$ cat src/rtl/sync_fifo_param.sv
// rtl/sync_fifo_param.sv - single-clock FIFO with wrap-bit pointers, thresholds, flush and error flags
module sync_fifo_param #(
  parameter int WIDTH     = 8,
  parameter int DEPTH     = 8,
  parameter int PTR_WIDTH = $clog2(DEPTH),
  parameter int AF_TH     = DEPTH - 2,
  parameter int AE_TH     = 2
) (
  input  logic               clk_i,
  input  logic               rst_ni,
  input  logic               flush_i,
  input  logic               wr_en_i,
  input  logic [WIDTH-1:0]   wdata_i,
  input  logic               rd_en_i,
  input  logic               err_clr_i,
  output logic [WIDTH-1:0]   rdata_o,
  output logic [PTR_WIDTH:0] count_o,
  output logic               full_o,
  output logic               empty_o,
  output logic               almost_full_o,
  output logic               almost_empty_o,
  output logic               overflow_o,
  output logic               underflow_o,
  output logic               ovf_sticky_o,
  output logic               udf_sticky_o
);

  localparam logic [PTR_WIDTH:0] AF_C = (PTR_WIDTH + 1)'(AF_TH);
  localparam logic [PTR_WIDTH:0] AE_C = (PTR_WIDTH + 1)'(AE_TH);

  logic [WIDTH-1:0]   mem [DEPTH];

  logic [PTR_WIDTH:0] wr_ptr_q, wr_ptr_d;
  logic [PTR_WIDTH:0] rd_ptr_q, rd_ptr_d;
  logic [PTR_WIDTH:0] count_q, count_d;
  logic [WIDTH-1:0]   rdata_q, rdata_d;
  logic               full_q, full_d;
  logic               empty_q, empty_d;
  logic               af_q, af_d;
  logic               ae_q, ae_d;
  logic               ovf_q, ovf_d;
  logic               udf_q, udf_d;
  logic               ovf_st_q, ovf_st_d;
  logic               udf_st_q, udf_st_d;

  logic               wr_acc;
  logic               rd_acc;

  // Accept decisions rely only on the registered flags from the start of the cycle.
  assign wr_acc = wr_en_i && !full_q && !flush_i;
  assign rd_acc = rd_en_i && !empty_q && !flush_i;

  // Next-state for pointers, read data, pulses and sticky flags; flags derive from next pointers.
  always_comb begin
    wr_ptr_d = wr_ptr_q;
    rd_ptr_d = rd_ptr_q;
    rdata_d  = rdata_q;
    ovf_d    = 1'b0;
    udf_d    = 1'b0;
    ovf_st_d = ovf_st_q;
    udf_st_d = udf_st_q;
    if (flush_i) begin
      wr_ptr_d = '0;
      rd_ptr_d = '0;
    end else begin
      if (wr_acc) begin
        wr_ptr_d = wr_ptr_q + 1'b1;
      end
      if (rd_acc) begin
        rd_ptr_d = rd_ptr_q + 1'b1;
        rdata_d  = mem[rd_ptr_q[PTR_WIDTH-1:0]];
      end
      ovf_d    = wr_en_i && full_q;
      udf_d    = rd_en_i && empty_q;
      // A new error in the same cycle as a clear leaves the flag set.
      ovf_st_d = ovf_d || (ovf_st_q && !err_clr_i);
      udf_st_d = udf_d || (udf_st_q && !err_clr_i);
    end
    count_d = wr_ptr_d - rd_ptr_d;
    empty_d = (wr_ptr_d == rd_ptr_d);
    full_d  = (wr_ptr_d[PTR_WIDTH-1:0] == rd_ptr_d[PTR_WIDTH-1:0]) &&
              (wr_ptr_d[PTR_WIDTH] != rd_ptr_d[PTR_WIDTH]);
    af_d    = (count_d >= AF_C);
    ae_d    = (count_d <= AE_C);
  end

  // Control and status registers with synchronous active-low reset.
  always_ff @(posedge clk_i) begin
    if (!rst_ni) begin
      wr_ptr_q <= '0;
      rd_ptr_q <= '0;
      count_q  <= '0;
      rdata_q  <= '0;
      full_q   <= 1'b0;
      empty_q  <= 1'b1;
      af_q     <= (AF_TH == 0);
      ae_q     <= 1'b1;
      ovf_q    <= 1'b0;
      udf_q    <= 1'b0;
      ovf_st_q <= 1'b0;
      udf_st_q <= 1'b0;
    end else begin
      wr_ptr_q <= wr_ptr_d;
      rd_ptr_q <= rd_ptr_d;
      count_q  <= count_d;
      rdata_q  <= rdata_d;
      full_q   <= full_d;
      empty_q  <= empty_d;
      af_q     <= af_d;
      ae_q     <= ae_d;
      ovf_q    <= ovf_d;
      udf_q    <= udf_d;
      ovf_st_q <= ovf_st_d;
      udf_st_q <= udf_st_d;
    end
  end

  // Storage array: never cleared, written only on accepted writes outside reset.
  always_ff @(posedge clk_i) begin
    if (rst_ni && wr_acc) begin
      mem[wr_ptr_q[PTR_WIDTH-1:0]] <= wdata_i;
    end
  end

  assign rdata_o        = rdata_q;
  assign count_o        = count_q;
  assign full_o         = full_q;
  assign empty_o        = empty_q;
  assign almost_full_o  = af_q;
  assign almost_empty_o = ae_q;
  assign overflow_o     = ovf_q;
  assign underflow_o    = udf_q;
  assign ovf_sticky_o   = ovf_st_q;
  assign udf_sticky_o   = udf_st_q;

endmodule

$ cat config.mk
export PLATFORM = sky130hd
export DESIGN_NAME = sync_fifo_param
export DESIGN_NICKNAME = d
export VERILOG_FILES = /design/src/rtl/sync_fifo_param.sv
export SDC_FILE = /design/constraint.sdc
export NUM_CORES = 1
export LEC_CHECK = 0
export ABC_AREA = 1
export CORE_MARGIN = 3
export CORE_UTILIZATION = 55
export CTS_CLUSTER_DIAMETER = 200
export CTS_CLUSTER_SIZE = 28
export DETAILED_ROUTE_END_ITERATION = 16
export GPL_TIMING_DRIVEN = 0
export PLACE_DENSITY = 0.77
export SLEW_MARGIN = 20
export SYNTH_ARGS = -nofsm -noshare
export SYNTH_HDL_FRONTEND = slang
export SYNTH_SLANG_ARGS = --single-unit
$ cat constraint.sdc
create_clock -name clk_i -period 6.8 [get_ports clk_i]
set_input_delay 1.36 -clock clk_i [delete_from_list [all_inputs] [get_ports clk_i]]
set_output_delay 1.36 -clock clk_i [all_outputs]
set_load 0.005 [all_outputs]
==> metrics, run 1 <==
outcome=finished, final reports clean; # rows=29; Tcrit/Tclk final=50.1%; DRT antenna net count=0; Post-Syn Instances=364; Post-synth EDFFs=64; setup slack after layout=3.39 ns; Clk Latency, worst-skew pair=0.36 ns; total CTS buffers=9; CP max FO=10; ys flop type=edfxtp_1; Hold Path Origin=rdata_o[2]$_SDFFE_PN0P_; Initial Util=58.9%; Slew HR=41.7%; DP Wirelength=5690 um; post-synth top area share=49.7%; Post-synth top cells=nor2_1 (73), edfxtp_1 (64), nand2_1 (39), o21ai_0 (39), dfxtp_1 (28); total global routing overflow=0; Hold Violations, Final=0; Clock Skews=0.0131 ns; clock-pin slew of the registers on the worst-case setup and hold paths=0.10 ns; launch point of the worst path=rst_ni; H-Tree Depth=3; crit path DAT=3.48 ns; core area=6570 sq um; root buffer cell=clkbuf_8; LEAKAGE=1.64 nW; Worst Hold Endpoint=rdata_o[2]$_SDFFE_PN0P_; Synth cell types=32; crit path time final=3.41 ns; first-pass GRT wire length=13300 um; hold path depth=2; async set-reset flop share out of synthesis=0%; die area=8070 sq um; r2r startpoint=rd_ptr_q[1]$_SDFF_PN0_; iteration count of the initial detailed-routing pass=5; RSZ-0062 raised after global routing=false; routed wire length=8380 um; Crit. End Element=register; GRT Util Overall=21.7%; Die X=89.9 um; PortBufs=33; VDD IR max=192 uV; required time of the critical path=6.88 ns; Startpoint Class=input pin; final routed DRC violation total=0; mean post-synth cell area=10.6 sq um; Reg2Reg Setup Slack=4.61 ns; Post-CTS Resized=0; Yosys reg bits=92; per-cell routed wire length=16.4 um; min-delay worst type=register to register; synth warn=0; pre-CTS WS=3.01 ns; Nets=432; post-synthesis sequential area ratio=64.2%; pwr/cell area=223 nW/um^2; top cells by area, synth=edfxtp_1 (50%), dfxtp_1 (14%), nor2_1 (7.1%); clk buf depth=2; count leader, synth=nor2_1; CTS sink cnt=92; Starting DRT DRC Count=295; net count after synthesis=384; Synth-to-Final Area Change=17.7%; Peak Freq=0.294 GHz; largest net degree at the start of global routing=18; max-cap viol count=0; I/O Pins=34; Reg2Reg Depth=15; vias in the first global route=2634; DR vias/cell=5.46; setup TNS=0 ns; Post-CTS Hold Fix Bufs=0; Slew Viols, Final=0; Placer Congestion=0.853; Overall Power=0.00102 W; dominant cell type by area after synthesis=edfxtp_1; # setup viols final=0; Slew @ Worst Pin=0.871 ns; CP Class=input pin to register; R2R Path End=almost_full_o$_SDFF_PN0_; layout cells sized above 1=14.4%; chip height=89.9 um; CTS tree=done; setup bufs post-CTS=0; Via Count=2785; Post-Synthesis Cell Area=3870 sq um; antenna cell count=0; antenna violations before repair=0
-- registers in the layout (all words and copies together) (netlist names) --
| name | count |
|---|---|
| rd_ptr_q | 4 |
| almost_full_o | 1 |
| wr_ptr_q | 4 |
| rdata_o | 8 |
| underflow_o | 1 |
| udf_sticky_o | 1 |
| ovf_sticky_o | 1 |
| empty_o | 1 |
| almost_empty_o | 1 |
| mem | 64 |
| count_o | 4 |
| full_o | 1 |
| overflow_o | 1 |
-- metrics by stage --
stage	util [%]	cell area (sq um)	cells	hold WS, ns
after floorplan	-	3870	364	0.461
after global placement	65.7	4310	490	0.453
after detailed placement	66.5	4370	494	0.454
after CTS	69.3	4550	510	0.468
after global routing	69.3	4550	510	0.483
final	69.3	4550	510	0.467
-- cell type report --
cell class / count / area, sq um
flip-flops and latches: 92 / 2480
well taps: 93 / 116
inverters: 25 / 93.8
clock buffers: 9 / 124
multi-input cells: 229 / 1190
clock inverters: 7 / 58.8
plain buffers: 18 / 129
repair buffers: 37 / 355
fillers: 490 / 2020
-- cell usage in the layout, fill, tap and decap left out, drive strengths merged --
master         count
nor2              78
edfxtp            64
nand2             46
o21ai             40
clkdlybuf4s50     33
dfxtp             28
inv               28
buf               20
nand3             19
o211ai            16
clkbuf            11
a21oi             10
ha                 5
nor4               4
clkinvlp           3
o21a               2
nand4              2
o22ai              2
xor2               1
nor3               1
xnor2              1
o21bai             1
fa                 1
clkinv             1
-- cells by family (layout without fill, tap and decap cells) --
kind of cell               after synthesis  in the layout  synth area share (%)
AOI/OAI and AO/OA                       71             71                  10.6
xor gates and xnor gates                 2              2                 0.453
adders and majority gates                6              6                  2.14
buffers and inverters                   43             96                  5.76
DFF                                     92             92                  64.2
and+or+nand+nor                        150            150                  16.9
-- how the worst max path moves through the flow --
stage                     slack, ns             endpoint  cells past startpoint
final                          3.39  mem[5][5]$_DFFE_PP_                      7
after global routing           3.28  mem[5][5]$_DFFE_PP_                      7
after global placement         2.24  mem[5][1]$_DFFE_PP_                      6
after floorplan                3.71  mem[5][0]$_DFFE_PP_                      5
after CTS                      3.39  mem[5][5]$_DFFE_PP_                      7
after detailed placement       3.01  mem[5][4]$_DFFE_PP_                      7
-- metal layers --
| layer | up-vias | routed length (um) | share of wire (%) | track usage (%) |
|---|---|---|---|---|
| met1 | 1319 | 3580 | 43 | 28.7 |
| li1 | 1349 | - | - | - |
| met4 | 0 | 147 | 1.8 | 9.44 |
| met3 | 11 | 637 | 7.6 | 3.42 |
| met5 | - | 0 | 0 | 0 |
| met2 | 106 | 4020 | 48 | 36.0 |
-- worst max-delay path: stages --
cell and delay (ns):
clkdlybuf4s50_1 0.61, inv_2 0.16, nor2_2 0.13, inv_1 0.09
buf_2 0.20, nor4_2 0.63, buf_4 0.28
-- report_power, final --
group	switching, W	internal [W]	total, W
clock network	0.000204	0.000138	0.000343
registers	0.00000274	0.000605	0.000608
logic	0.0000372	0.0000283	0.0000655
total	0.000244	0.000772	0.00102
Note: power is estimated with default switching activity, not from simulation.
==> run 2: changes to the inputs <==
- clock period: 6.8 -> 3.41 ns (I/O delays scaled with it)
==> results of run 2 <==
Same layout as run 1 (identical final DEF). Status: finished, final reports clean.
Among the figures that moved: setup slack after placement 3.01 ns -> 0.296 ns; setup slack after layout 3.39 ns -> 0.681 ns; register-to-register setup slack 4.61 ns -> 1.22 ns; total power 0.00102 W -> 0.00203 W; worst IR drop on VDD 192 uV -> 383 uV
